==> src/rtl/wormy_matrix_scan.sv <==
// 4x4 LED matrix row scanner with per-frame snapshot and 3-bit PWM brightness.
// Optional per-row blanking is enabled by defining WORMY_SCAN_BLANK_EN.
module wormy_matrix_scan #(
  parameter int DWELL = 64,
  parameter int BLANK = 4
) (
  input  logic        clk,
  input  logic        rst,
  input  logic [15:0] arena_on,
  input  logic [2:0]  brightness,
  output logic [3:0]  row_n,
  output logic [3:0]  col,
  output logic        frame_start
);

  localparam int TW = $clog2(DWELL) + 1;
  localparam int BW = $clog2(BLANK) + 1;
  localparam int CW = (TW > BW) ? TW : BW;

  typedef enum logic {PH_BLANK, PH_ACTIVE} phase_t;

`ifdef WORMY_SCAN_BLANK_EN
  localparam phase_t ROW_ENTRY = PH_BLANK;
`else
  localparam phase_t ROW_ENTRY = PH_ACTIVE;
`endif

  phase_t        phase, nphase;
  logic [1:0]    row, nrow;
  logic [CW-1:0] cnt, ncnt;
  logic [15:0]   frame_buf, nbuf;
  logic [2:0]    bright, nbright;
  logic          started;
  logic          boundary;
  logic [TW-1:0] thr;
  logic [3:0]    ncol;

  // Outputs are registered from the next-state values, so the frame_start
  // cycle already shows the freshly captured frame.
  always_comb begin
    boundary = !started ||
               (phase == PH_ACTIVE && row == 2'd3 && cnt == CW'(DWELL - 1));
    nphase   = phase;
    nrow     = row;
    ncnt     = cnt;
    nbuf     = frame_buf;
    nbright  = bright;
    if (boundary) begin
      nphase  = ROW_ENTRY;
      nrow    = 2'd0;
      ncnt    = '0;
      nbuf    = arena_on;
      nbright = brightness;
    end else if (phase == PH_BLANK) begin
      if (cnt == CW'(BLANK - 1)) begin
        nphase = PH_ACTIVE;
        ncnt   = '0;
      end else begin
        ncnt = cnt + CW'(1);
      end
    end else if (cnt == CW'(DWELL - 1)) begin
      nphase = ROW_ENTRY;
      nrow   = row + 2'd1;
      ncnt   = '0;
    end else begin
      ncnt = cnt + CW'(1);
    end
    // Threshold is one bit wider than the dwell count so full duty (8/8) fits.
    thr  = TW'({1'b0, nbright} + 4'd1) * TW'(DWELL / 8);
    ncol = (ncnt < CW'(thr)) ? nbuf[{nrow, 2'b00} +: 4] : 4'h0;
  end

  always_ff @(posedge clk) begin
    if (rst) begin
      started     <= 1'b0;
      phase       <= PH_BLANK;
      row         <= 2'd0;
      cnt         <= '0;
      frame_buf   <= 16'h0000;
      bright      <= 3'd0;
      row_n       <= 4'b1111;
      col         <= 4'b0000;
      frame_start <= 1'b0;
    end else begin
      started     <= 1'b1;
      phase       <= nphase;
      row         <= nrow;
      cnt         <= ncnt;
      frame_buf   <= nbuf;
      bright      <= nbright;
      frame_start <= boundary;
      row_n       <= (nphase == PH_ACTIVE) ? ~(4'b0001 << nrow) : 4'b1111;
      col         <= (nphase == PH_ACTIVE) ? ncol : 4'b0000;
    end
  end

endmodule

==> config.mk <==
export PLATFORM = sky130hd
export DESIGN_NAME = wormy_matrix_scan
export DESIGN_NICKNAME = d
export VERILOG_FILES = /design/src/rtl/wormy_matrix_scan.sv
export SDC_FILE = /design/constraint.sdc
export NUM_CORES = 1
export LEC_CHECK = 0
export ABC_AREA = 1
export CORE_MARGIN = 2
export CORE_UTILIZATION = 45
export DETAILED_ROUTE_END_ITERATION = 8
export DONT_BUFFER_PORTS = 1
export PLACE_DENSITY = 0.56
export SLEW_MARGIN = 5
export SYNTH_ARGS = -nofsm -noshare
export SYNTH_HDL_FRONTEND = slang
export SYNTH_SLANG_ARGS = --single-unit
==> constraint.sdc <==
create_clock -name clk -period 3.15 [get_ports clk]
set_input_delay 0.315 -clock clk [delete_from_list [all_inputs] [get_ports clk]]
set_output_delay 0.315 -clock clk [all_outputs]
set_load 0.01 [all_outputs]
==> flow_metrics.env <==
export IMPL_ys_top_cells_by_area="dfxtp_1 (42%), nand2_1 (14%), nand3_1 (7.1%), nor2_1 (5.7%), a21oi_1 (4.9%)"
export IMPL_syn_nets=272
export IMPL_cts_buffer_depth=2
export IMPL_dpl_cell_area_um2=1869
export IMPL_hold_slack_ps=87.47
export IMPL_cp_start_kind="flip-flop"
export IMPL_cts_buffers=5
export IMPL_final_max_slew_violation_count=0
export IMPL_yosysTopAreaCellShare_pct=42.31
export IMPL_post_route_drc_count=0
export IMPL_final_net_count=273
export IMPL_cts_root_buffer_cell="clkbuf_8"
export IMPL_cellPowerDensity_nw_per_um2=546.6
export IMPL_synthCells=245
export IMPL_place_ws_ps=328.8
export IMPL_final_min_clock_period_ps=2812
export IMPL_syn_to_final_growth_pct=8.475
export IMPL_vias_per_cell=5.145
export IMPL_setup_viol=0
export IMPL_ios=30
export IMPL_detailed_place_hpwl_um=2880
export IMPL_criticalPathCategory="reg2reg"
export IMPL_htree_levels=2
export IMPL_synth_enable_flop_cells=0
export IMPL_io_buffers=0
export IMPL_reg2regPathDepth=16
export IMPL_end_kind="flip-flop"
export IMPL_required_ps=3380
export IMPL_hold_depth=1
export IMPL_async_reset_ff_share_pct=0
export IMPL_gr_total_overflow=0
export IMPL_min_to="frame_buf[12]$_SDFF_PP0_"
export IMPL_outcome="finished clean"
export IMPL_cts_tree="yes"
export IMPL_grt_max_degree=30
export IMPL_fp_row_count=23
export IMPL_ant_nets=0
export IMPL_ys_seq_elements=39
export IMPL_hp_start="rst"
export IMPL_multi_input_area_um2=944.7
export IMPL_dr_pass1_iters=4
export IMPL_timing_final_ws_setup_ps=337.9
export IMPL_yosysUniqueCellTypes=31
export IMPL_r2r_start="cnt[0]$_SDFF_PP0_"
export IMPL_gp_congestion=0.8027
export IMPL_fp_dieArea_um2=4629
export IMPL_final_period_utilization_pct=89.27
export IMPL_r2r_setup_slack_ps=340
export IMPL_relSlewSlack_pct=72.39
export IMPL_drtIter0Drc=107
export IMPL_die_h_um=68.04
export IMPL_yosysWarnings=0
export IMPL_syn_area_um2=1846
export IMPL_fin_area_um2=2002
export IMPL_cts_sinks=39
export IMPL_yosysSeqAreaShare_pct=42.31
export IMPL_synthTopCellsByCount="nand2_1 (68), dfxtp_1 (39), nor2_1 (28)"
export IMPL_cap_violations=0
export IMPL_initial_core_util_pct=46.47
export IMPL_hold_path_class="in2reg"
export IMPL_path_clk_slew_ps=80
export IMPL_cts_hold_buf=0
export IMPL_critPathArrivalTime_ps=3040
export IMPL_yosysMostFrequentCell="nand2_1"
export IMPL_synth_main_ff_cell="dfxtp_1"
export IMPL_post_cts_buffers=0
export IMPL_dieWidth_um=68.04
export IMPL_ir_drop_v=0.0003114
export IMPL_tightest_slew_ps=412.7
export IMPL_tns_ps=0
export IMPL_yosysTopAreaCell="dfxtp_1"
export IMPL_num_antenna_cells=0
export IMPL_p_leak_nw=0.9260
export IMPL_num_vias=1528
export IMPL_wl_per_cell_um=13.27
export IMPL_grt_total_usage_pct=19.47
export IMPL_critical_path_max_fanout=14
export IMPL_skew_ps=9.906
export IMPL_postCtsResizedCells=0
export IMPL_reg2reg_to="col[0]$_SDFF_PP0_"
export IMPL_ff_latch_area_um2=780.7
export IMPL_clk_latency_ps=290
export IMPL_drive_gt1_share_pct=9.312
export IMPL_core_area_um2=3971
export IMPL_syn_area_per_cell_um2=7.533
export IMPL_max_freq_mhz=355.6
export IMPL_wl_um=3942
export IMPL_grt_pass1_wl_um=6603
export IMPL_hold_violations=0
export IMPL_antenna_found_initial=0
export IMPL_rsz0062_at_grt="false"
export IMPL_grt_pass1_vias=1366
export IMPL_fill_cells=403
-- routing by layer --
layer / up-vias / routed length, µm / global-route usage (%)
li1: 800 / - / -
met1: 691 / 1956 / 28.18
met2: 32 / 1756 / 27.91
met3: 5 / 172 / 5.263
met4: 0 / 57 / 6.000
met5: - / 0 / 0
-- where the power goes --
| group | internal [W] | total (W) | switching [W] |
|---|---|---|---|
| Combinational | 0.0000290 | 0.0000787 | 0.0000497 |
| Clock | 0.000317 | 0.000491 | 0.000175 |
| Sequential | 0.000514 | 0.000524 | 0.0000105 |
| Total | 0.000859 | 0.00109 | 0.000235 |
-- cell type report --
class	count	share of cell area, %
multi-input cells	181	47.19
flip-flops and latches	39	39.00
clock buffers	6	3.625
inverters	17	3.312
well taps	50	3.125
clock inverters	2	3.000
repair buffers	2	0.7500
-- placed cells by master (no fill, tap or decap) --
master	instances
clkbuf_8	5
o21ai_0	3
nor3_1	3
nand3b_1	3
inv_1	15
nor2_4	2
ha_1	6
nand2_1	68
dfxtp_1	39
nand3_1	26
nand2_4	1
nor4_1	1
xnor2_1	1
nand3_4	2
bufinv_16	2
o21ai_1	1
nor2_2	1
inv_2	1
a21o_1	1
nand2_2	1
nand2_8	1
mux2i_1	1
nand4_1	6
clkbuf_1	1
a21oi_1	18
nand3_2	3
or2_0	1
buf_4	2
inv_4	1
or2_2	1
nor2_1	28
xor2_1	2
-- registers in the layout, indices dropped and copies added (netlist names) --
name,cells
row,2
frame_buf,16
row_n,4
cnt,7
col,4
bright,3
phase,1
frame_start,1
started,1
-- worst max-delay path by stage --
stage                            from                 to  slack (ps)  cells after the start
global route        cnt[0]$_SDFF_PP0_  col[3]$_SDFF_PP0_          30                     16
floorplan           cnt[0]$_SDFF_PP0_  col[0]$_SDFF_PP0_         730                     16
detailed placement  cnt[0]$_SDFF_PP0_  col[1]$_SDFF_PP0_         330                     16
global placement    cnt[0]$_SDFF_PP0_  col[1]$_SDFF_PP0_         450                     16
finish              cnt[0]$_SDFF_PP0_  col[0]$_SDFF_PP0_         340                     16
CTS                 cnt[0]$_SDFF_PP0_  col[0]$_SDFF_PP0_         310                     16
-- worst max-delay path: stages, from the launching register on --
cell and delay [ps]:
dfxtp_1 380, ha_1 240, nand3_2 130, inv_2 110
nand3_4 200, nand2_8 180, inv_4 80, or2_0 200
o21ai_1 130, inv_1 70, ha_1 210, xor2_1 160
ha_1 210, a21o_1 150, nor2_1 90, nand2_1 100
nor2_1 100
-- metrics by stage --
step | total power (W) | util, % | cells
3_3_place_gp | 0.0006160 | 47.07 | 289
5_1_grt | 0.001144 | 50.41 | 297
6_report | 0.001094 | 50.41 | 297
2_1_floorplan | 0.0006031 | - | 245
4_1_cts | 0.001104 | 50.41 | 297
3_5_place_dp | 0.0006159 | 47.07 | 289
-- kinds of logic after synthesis --
| logic type | Yosys count | synth area share [%] |
|---|---|---|
| xor gates and xnor gates | 3 | 1.424 |
| buffers and inverters | 25 | 6.508 |
| AOI/OAI and AO/OA | 23 | 6.373 |
| DFF | 39 | 42.31 |
| adders and majority gates | 6 | 4.068 |
| muxes | 1 | 0.5424 |
| and+or+nand+nor | 148 | 38.78 |
Note: power is estimated with default switching activity, not from simulation.
